File: config.mk
export PLATFORM = sky130hd
export DESIGN_NAME = redmule_outpack_flat
export DESIGN_NICKNAME = d
export VERILOG_FILES = /design/src/rtl/redmule_outpack_if.sv /design/src/rtl/redmule_outpack.sv /design/src/flat_wrapper.sv
export SDC_FILE = /design/constraint.sdc
export NUM_CORES = 2
export LEC_CHECK = 0
export ABC_CLOCK_PERIOD_IN_PS = 21200
export CORE_ASPECT_RATIO = 0.6
export CORE_MARGIN = 2
export CORE_UTILIZATION = 45
export CTS_BUF_LIST = sky130_fd_sc_hd__clkbuf_2 sky130_fd_sc_hd__clkbuf_4 sky130_fd_sc_hd__clkbuf_8
export DETAILED_ROUTE_END_ITERATION = 12
export GPL_TIMING_DRIVEN = 0
export PLACE_DENSITY_LB_ADDON = 0.12
export SLEW_MARGIN = 0
export SYNTH_ARGS = -nofsm -noshare
export SYNTH_HDL_FRONTEND = slang
export SYNTH_SLANG_ARGS = --single-unit
File: constraint.sdc
create_clock -name clk_i -period 21.2 [get_ports clk_i]
set_input_delay 6.36 -clock clk_i [delete_from_list [all_inputs] [get_ports clk_i]]
set_output_delay 6.36 -clock clk_i [all_outputs]
set_load 0.05 [all_outputs]
File: src/rtl/redmule_outpack_if.sv
// Stream bundle between the cast stage, the output packer and the streamer.
// The master side produces input beats and consumes packed words.
interface redmule_outpack_if #(
    parameter int unsigned DATA_W = 256
);
    logic [DATA_W-1:0]   in_data_i;
    logic                in_valid_i;
    logic                in_ready_o;
    logic                in_last_i;
    logic [DATA_W-1:0]   out_data_o;
    logic [DATA_W/8-1:0] out_strb_o;
    logic                out_valid_o;
    logic                out_ready_i;

    modport master (
        output in_data_i, in_valid_i, in_last_i, out_ready_i,
        input  in_ready_o, out_data_o, out_strb_o, out_valid_o
    );

    modport slave (
        input  in_data_i, in_valid_i, in_last_i, out_ready_i,
        output in_ready_o, out_data_o, out_strb_o, out_valid_o
    );
endinterface

File: src/rtl/redmule_outpack.sv
// Packs 1, 2 or 4 narrow cast-stage beats into one full-width word with byte strobes,
// buffered through a small FIFO in front of the streamer.
module redmule_outpack #(
    parameter int unsigned DATA_W     = 256,
    parameter int unsigned FIFO_DEPTH = 2
) (
    input  logic       clk_i,
    input  logic       rst_i,
    input  logic       clear_i,
    input  logic       cast_i,
    input  logic [1:0] ratio_i,
    output logic       busy_o,
    redmule_outpack_if.slave bus
);
    localparam int unsigned StrbW = DATA_W / 8;
    localparam int unsigned PtrW  = (FIFO_DEPTH > 1) ? $clog2(FIFO_DEPTH) : 1;
    localparam int unsigned CntW  = $clog2(FIFO_DEPTH + 1);

    logic [1:0]        k_q;
    logic [1:0]        pe_log_q;
    logic [DATA_W-1:0] asm_q;
    logic [DATA_W-1:0] mem_data_q [FIFO_DEPTH];
    logic [StrbW-1:0]  mem_strb_q [FIFO_DEPTH];
    logic [PtrW-1:0]   wr_ptr_q, rd_ptr_q;
    logic [CntW-1:0]   cnt_q;

    logic [1:0]        new_log, cur_log, last_slot;
    int unsigned       slot_w, fill_bytes;
    logic [DATA_W-1:0] slot_mask, asm_next;
    logic [StrbW-1:0]  strb_next;
    logic              accept, push, pop;

    assign bus.in_ready_o  = (cnt_q < CntW'(FIFO_DEPTH)) && !rst_i && !clear_i;
    assign bus.out_valid_o = (cnt_q != '0);
    assign bus.out_data_o  = bus.out_valid_o ? mem_data_q[rd_ptr_q] : '0;
    assign bus.out_strb_o  = bus.out_valid_o ? mem_strb_q[rd_ptr_q] : '0;
    assign busy_o          = (k_q != 2'd0) || (cnt_q != '0);

    always_comb begin
        new_log   = cast_i ? ((ratio_i == 2'd3) ? 2'd2 : ratio_i) : 2'd0;
        // The pack factor is only sampled at a word boundary.
        cur_log   = (k_q == 2'd0) ? new_log : pe_log_q;
        last_slot = (cur_log == 2'd0) ? 2'd0 : ((cur_log == 2'd1) ? 2'd1 : 2'd3);
        slot_w    = DATA_W >> cur_log;
        slot_mask = {DATA_W{1'b1}} >> (DATA_W - slot_w);
        asm_next  = ((k_q == 2'd0) ? '0 : asm_q)
                  | ((bus.in_data_i & slot_mask) << (32'(k_q) * slot_w));
        accept    = bus.in_valid_i && bus.in_ready_o;
        push      = accept && ((k_q == last_slot) || bus.in_last_i);
        pop       = bus.out_valid_o && bus.out_ready_i;
        fill_bytes = ((32'(k_q) + 32'd1) * StrbW) >> cur_log;
        strb_next = '0;
        for (int unsigned b = 0; b < StrbW; b++) begin
            strb_next[b] = (b < fill_bytes);
        end
    end

    always_ff @(posedge clk_i) begin
        if (rst_i || clear_i) begin
            k_q      <= 2'd0;
            pe_log_q <= 2'd0;
            asm_q    <= '0;
            wr_ptr_q <= '0;
            rd_ptr_q <= '0;
            cnt_q    <= '0;
            for (int unsigned i = 0; i < FIFO_DEPTH; i++) begin
                mem_data_q[i] <= '0;
                mem_strb_q[i] <= '0;
            end
        end else begin
            if (accept) begin
                pe_log_q <= cur_log;
                if (push) begin
                    k_q                  <= 2'd0;
                    mem_data_q[wr_ptr_q] <= asm_next;
                    mem_strb_q[wr_ptr_q] <= strb_next;
                    wr_ptr_q <= (wr_ptr_q == PtrW'(FIFO_DEPTH - 1)) ? '0 : wr_ptr_q + 1'b1;
                end else begin
                    k_q   <= k_q + 2'd1;
                    asm_q <= asm_next;
                end
            end
            if (pop) begin
                rd_ptr_q <= (rd_ptr_q == PtrW'(FIFO_DEPTH - 1)) ? '0 : rd_ptr_q + 1'b1;
            end
            if (push && !pop) begin
                cnt_q <= cnt_q + 1'b1;
            end else if (pop && !push) begin
                cnt_q <= cnt_q - 1'b1;
            end
        end
    end
endmodule

File: src/flat_wrapper.sv
// flat-port wrapper written by rule: the top's interface ports become plain ports
module redmule_outpack_flat 
#(
    parameter int unsigned DATA_W     = 256,
    parameter int unsigned FIFO_DEPTH = 2
)
  (clk_i, rst_i, clear_i, cast_i, ratio_i, busy_o, bus_in_data_i, bus_in_valid_i, bus_in_last_i, bus_out_ready_i, bus_in_ready_o, bus_out_data_o, bus_out_strb_o, bus_out_valid_o);
  redmule_outpack_if #(.DATA_W(DATA_W)) bus_i ();
  input  logic clk_i;
  input  logic rst_i;
  input  logic clear_i;
  input  logic cast_i;
  input  logic [1:0] ratio_i;
  output logic busy_o;
  input wire logic [$bits(bus_i.in_data_i)-1:0] bus_in_data_i;
  input wire logic [$bits(bus_i.in_valid_i)-1:0] bus_in_valid_i;
  input wire logic [$bits(bus_i.in_last_i)-1:0] bus_in_last_i;
  input wire logic [$bits(bus_i.out_ready_i)-1:0] bus_out_ready_i;
  output wire logic [$bits(bus_i.in_ready_o)-1:0] bus_in_ready_o;
  output wire logic [$bits(bus_i.out_data_o)-1:0] bus_out_data_o;
  output wire logic [$bits(bus_i.out_strb_o)-1:0] bus_out_strb_o;
  output wire logic [$bits(bus_i.out_valid_o)-1:0] bus_out_valid_o;
  assign bus_i.in_data_i = bus_in_data_i;
  assign bus_i.in_valid_i = bus_in_valid_i;
  assign bus_i.in_last_i = bus_in_last_i;
  assign bus_i.out_ready_i = bus_out_ready_i;
  assign bus_in_ready_o = bus_i.in_ready_o;
  assign bus_out_data_o = bus_i.out_data_o;
  assign bus_out_strb_o = bus_i.out_strb_o;
  assign bus_out_valid_o = bus_i.out_valid_o;
  redmule_outpack #(.DATA_W(DATA_W), .FIFO_DEPTH(FIFO_DEPTH)) u_core (.clk_i(clk_i), .rst_i(rst_i), .clear_i(clear_i), .cast_i(cast_i), .ratio_i(ratio_i), .busy_o(busy_o), .bus(bus_i));
endmodule
; ---- Word level (Yosys, flattened, before mapping)
; Memory sizes are Yosys's and may differ from the RTL's. A register that Yosys moved wholly into a read port is not among the register bits.
; Index checks and enable logic that the tools add are counted.
[word_totals]
mem_bits_rw = 576
in_bits = 265
output_inout_bits = 291
register_bits = 264
mem_count = 2
[classes]
shift = 4
order_cmp = 33
addsub = 7
mux = 29
bitwise = 3
n_eq_ne = 3
mul = 1
n_reduce_logical = 23
[memory_table]
columns = memory, words, width, read_ports, rd_ports_with_merged_regs, write_ports, line
row1 = u_core.mem_data_q, 2, 256, 1, 1, 2, redmule_outpack.sv:22  ; logic [DATA_W-1:0] mem_data_q [FIFO_DEPTH];
row2 = u_core.mem_strb_q, 2, 32, 1, 1, 2, redmule_outpack.sv:23  ; logic [StrbW-1:0] mem_strb_q [FIFO_DEPTH];
[ops]
columns = cell, n
row1 = 256-bit 2-to-1 mux, 3
row2 = 5-bit by 32-bit < comparator with 1-bit output (first input constant), 16
row3 = 256-bit bitwise AND, 1
row4 = 4-bit by 32-bit < comparator with 1-bit output (first input constant), 8
row5 = 256-bit OR, 1
row6 = 256-bit OR reduction, 1
row7 = 256-bit by 32-bit left shift with 256-bit output, 1
row8 = 256-bit by 32-bit >> shifter with 256-bit output (first input constant), 1
row9 = 3-bit by 32-bit < comparator with 1-bit output (first input constant), 4
row10 = 1-bit by 32-bit < comparator with 1-bit output (first input constant), 2
row11 = 2-bit by 32-bit < comparator with 1-bit output (first input constant), 2
row12 = 32-bit 2-to-1 mux, 2
row13 = 2-bit by 32-bit multiplier with 32-bit output, 1
row14 = 32-bit OR reduction, 1
row15 = 32-bit by 2-bit >> shifter with 32-bit output, 1
row16 = 9-bit by 2-bit >> shifter with 32-bit output (first input constant), 1
row17 = 9-bit by 32-bit subtractor with 32-bit output (first input constant), 1
row18 = 1-bit 2-to-1 mux, 16
row19 = 2-bit 2-to-1 mux, 8
row20 = 1-bit logical AND, 7
row21 = 2-bit nonzero test, 3
row22 = 2-bit by 1-bit adder with 2-bit output (second input constant), 2
row23 = 1-bit zero test, 4
row24 = 2-bit zero test, 2
row25 = 10 further kinds, 14

; ---- Longest topological paths before layout
[logic_depth]
word_depth = 16
ltp_mapped = 20

; ---- Worst setup path after synthesis
; No wires, ideal clock.
[synth_path]
path_kind = input to register
start = input ratio_i[1]
end = memory u_core.mem_data_q[0][0] (enable)
setup_slack_ps = 6449
required_ps = 19194
t_arrival_ps = 12746
setup_ps = 2006
path_stages = 11
path_cell_list = o211ai_1 o21ai_0 inv_1 ha_1 and4_4 o31a_2 nand2b_1 clkbuf_1 buf_2 buf_1 nand2_1
[synth_rtl]
columns = item, line
row1 = "start, declared", flat_wrapper.sv:13  ; input logic [1:0] ratio_i;
row2 = "end, declared", redmule_outpack.sv:22

; ---- Final worst setup path
[layout_path]
start = input rst_i
end = output bus_in_ready_o
[layout_via]
elab_chain_len = 3
[layout_rtl]
columns = item, line
row1 = "start, declared", flat_wrapper.sv:10  ; input logic rst_i;
row2 = 1-bit zero test, redmule_outpack.sv:33  ; assign bus.in_ready_o = (cnt_q < CntW'(FIFO_DEPTH)) && !rst_i && !clear_i;
row3 = 1-bit logical AND (2 in series), redmule_outpack.sv:33
row4 = "end, declared", flat_wrapper.sv:19  ; output wire logic [$bits(bus_i.in_ready_o)-1:0] bus_in_ready_o;
; No other way between the ends.

==> results.json <==
{
  "r2r.worst_path.cells": 20,
  "yosysUniqueCellTypes": 71,
  "final_period_minus_worst_setup_slack_ns": 15.65,
  "die-area_mm2": 0.0883,
  "num_rows": 83,
  "vias": 37800,
  "maxSlewHeadroom_pct": -9.11,
  "cts_max_level": 3,
  "ys.flop_type": "sky130_fd_sc_hd__edfxtp_1",
  "grt_max_degree": 63,
  "power_density_mw_per_mm2": 73.8,
  "worst-r2r-setup-slack_ns": 14.29,
  "placement.setup.worst_slack_ns": 5.64,
  "crit_path_start": "rst_i",
  "finalPower_mw": 3.59,
  "synth-async-reset-ratio_pct": 0,
  "io-pin-count": 556,
  "place.gp.congestion": 1.08,
  "wl_met3_mm": 33.5,
  "floorplan.core_area_mm2": 0.0853,
  "finish.net_count": 4805,
  "post_drt_via_cell_ratio": 6.52,
  "regToRegStartpoint": "u_core.k_q[1]",
  "crit_end_element": "output pin",
  "die_w_um": 382,
  "power_leakage_nw": 17.4,
  "postSynthCellCount": 3848,
  "maxSlewViolCount": 56,
  "yosysSeqAreaShare_pct": 54.8,
  "result_of_the_run": "finished, violations left",
  "highest-signal-layer": "met5",
  "final_util_pct": 57.1,
  "final_common_cell": "sky130_fd_sc_hd__nor2_1",
  "clock_latency_ns": 0.88,
  "post_synth_edffs": 528,
  "worst-setup-path-type": "in2out",
  "drive_gt1_share_pct": 8.20,
  "met2WireLength_mm": 81.2,
  "number_of_setup_buffers_added_after_cts": 0,
  "gates_resized_cts_repair": 0,
  "synth.cell_area_mm2": 0.0386,
  "numPlacedInstances": 5561,
  "worst_ep_required_time_ns": 14.84,
  "detail-route-antenna-nets": 0,
  "grt.overflow.total": 0,
  "synthesis.yosys.warnings": 0,
  "startpoint_type": "primary input",
  "grt_first_pass_wirelength_mm": 275,
  "fmax_mhz": 63.9,
  "routed_wl_mm": 207,
  "grt_antenna_before_repair": 32,
  "m1WireLength_mm": 80.1,
  "hold_buffers": 0,
  "numCtsBuffers": 116,
  "synthesis.nets": 4121,
  "cts-root-to-sink-buffers": 3,
  "port_buffers": 555,
  "rsz0062_at_grt": "false",
  "cts_root_buf": "sky130_fd_sc_hd__clkbuf_8",
  "mapped_avg_cell_area_um2": 10.0,
  "crit_arrival_ns": 9.29,
  "area_overhead_vs_synth_pct": 25.9,
  "cts_tree": "yes",
  "detail_route.iter0.violations": 7377,
  "layout_worst_path_cycle_share_pct": 73.8,
  "cap_violations": 7,
  "global_route.usage.total_pct": 45.5,
  "number_of_iterations_in_the_first_detailed_routing_pass": 8,
  "detail_route.drc_violations": 0,
  "critical_path.endpoint": "bus_in_ready_o",
  "power.ir.vdd_worst_uv": 53.3,
  "first_global_vias": 33900,
  "critical_path_peak_fanout": 10,
  "report.final.hold_viol_count": 0,
  "min-delay-path-class": "reg2reg",
  "clk_pin_slew_ns": 0.07,
  "fillerInstances": 7671,
  "post_drt_wl_per_cell_um": 35.6,
  "final_cells": 5809,
  "report.final.setup_viol": 0,
  "synth.ff_latch_count": 793,
  "reg2reg_to": "u_core.asm_q[26]",
  "clock-skew-final_ns": 0.0511,
  "failed_checks": "max-capacitance violations, max-slew violations",
  "timing_worst_slew_pin_value_ns": 1.64,
  "starting_density_of_the_core_pct": 45.3,
  "worst_slack_setup_final_ns": 5.55,
  "layout.cells.most_common_list": "sky130_fd_sc_hd__nor2_1 (694), sky130_fd_sc_hd__clkdlybuf4s50_1 (555), sky130_fd_sc_hd__edfxtp_1 (528)",
  "clock-sinks": 793,
  "die_height_um": 231,
  "detailedPlacementHpwl_mm": 155
}
## registers in the layout, summed over array words and instances (netlist names), named ones only
name,count
u_core.pe_log_q,2
u_core.cnt_q,2
u_core.rd_ptr_q,1
u_core.mem_data_q,512
u_core.asm_q,256
u_core.mem_strb_q,16
u_core.k_q,2
u_core.wr_ptr_q,1
## critical path, stage by stage
cell                              delay, ns
sky130_fd_sc_hd__clkdlybuf4s50_1       0.49
sky130_fd_sc_hd__or2_1                 0.17
sky130_fd_sc_hd__clkbuf_1              0.68
sky130_fd_sc_hd__clkbuf_1              0.65
sky130_fd_sc_hd__nor2_1                0.17
sky130_fd_sc_hd__clkdlybuf4s50_1       0.75
## metal layers
layer / GRT usage (%) / vias to the layer above
li1: - / 15500
met1: 62.3 / 18500
met2: 61.1 / 3242
met3: 19.5 / 574
met4: 22.0 / 16
met5: 0 / -
## cell families (layout without fill, tap and decap cells)
| family | Yosys count | count (layout) | synth area share [%] |
|---|---|---|---|
| adders and majority gates | 8 | 8 | 0.278 |
| AOI/OAI and AO/OA | 1084 | 1084 | 19.5 |
| muxes | 305 | 305 | 7.91 |
| xor gates and xnor gates | 5 | 5 | 0.113 |
| DFF | 793 | 793 | 54.8 |
| and+or+nand+nor | 1257 | 1257 | 13.1 |
| other | 0 | 26 | 0 |
| buffers and inverters | 396 | 1184 | 4.38 |
## synth_stat cells (4+ instances only)
library cell                  n  area share [%]
sky130_fd_sc_hd__clkbuf_1   208             2.0
sky130_fd_sc_hd__buf_2       62            0.80
sky130_fd_sc_hd__ha_1         7            0.23
sky130_fd_sc_hd__a31oi_1      4           0.065
sky130_fd_sc_hd__inv_1       43            0.42
sky130_fd_sc_hd__buf_4       28            0.54
sky130_fd_sc_hd__o21ai_1     23            0.30
sky130_fd_sc_hd__a32o_1       9            0.23
sky130_fd_sc_hd__and2_1       9            0.15
sky130_fd_sc_hd__o221ai_1    40            0.91
sky130_fd_sc_hd__a32oi_1      7            0.16
sky130_fd_sc_hd__a22oi_1    188             3.7
sky130_fd_sc_hd__a222oi_1    28            0.73
sky130_fd_sc_hd__dfxtp_1    265              14
sky130_fd_sc_hd__mux2i_1    304             7.9
sky130_fd_sc_hd__o2bb2ai_1    4           0.091
sky130_fd_sc_hd__a22o_1     148             3.4
sky130_fd_sc_hd__nand3_1     10            0.13
sky130_fd_sc_hd__a211oi_1    33            0.64
sky130_fd_sc_hd__a221o_1     84             2.2
sky130_fd_sc_hd__nand2_1    467             4.5
sky130_fd_sc_hd__nor2_1     694             6.7
sky130_fd_sc_hd__o22ai_1     33            0.53
sky130_fd_sc_hd__o21ai_0    288             3.7
sky130_fd_sc_hd__nor2_2       4           0.065
sky130_fd_sc_hd__a21o_1      31            0.60
sky130_fd_sc_hd__xor2_1       4           0.091
sky130_fd_sc_hd__buf_1       50            0.49
sky130_fd_sc_hd__a21oi_1    145             1.9
sky130_fd_sc_hd__o211ai_1     5           0.097
sky130_fd_sc_hd__and3_1      33            0.53
sky130_fd_sc_hd__edfxtp_1   528              41
## area by class of cell
type	instances	area [um^2]	share of cell area, %
Sequential cell	793	21200	43.5
Multi-Input combinational cell	2659	15800	32.5
Timing Repair Buffer	566	5830	12.0
Clock buffer	196	2370	4.88
Buffer	352	1570	3.23
Tap cell	1147	1440	2.95
Clock inverter	26	248	0.509
Inverter	44	165	0.340
Antenna cell	26	65.1	0.134
## how the worst min path moves through the flow
stage	startpoint	to	slack, ns	cells after the start
final	u_core.asm_q[255]	u_core.asm_q[255]	0.45	2
after global routing	u_core.asm_q[255]	u_core.asm_q[255]	0.46	2
after global placement	u_core.asm_q[255]	u_core.asm_q[255]	0.43	2
after CTS	u_core.asm_q[255]	u_core.asm_q[255]	0.44	2
after floorplan	u_core.asm_q[255]	u_core.asm_q[255]	0.42	2
after detailed placement	u_core.asm_q[255]	u_core.asm_q[255]	0.43	2
## through the flow
step	instance area, um^2	hold WS [ns]	TNS [ns]
6_report	48600	0.450	0
4_1_cts	48600	0.443	0
2_1_floorplan	38600	0.416	0
3_5_place_dp	46000	0.434	0
5_1_grt	48600	0.461	0
3_3_place_gp	45600	0.433	-118.65
## where the power goes
part,leakage [nW],internal [mW],total [mW],switching (mW)
clock network,1.40,0.745,1.42,0.672
registers,8.03,1.70,1.72,0.0173
logic,8.00,0.126,0.454,0.328
(Power assumes the default switching activity.)
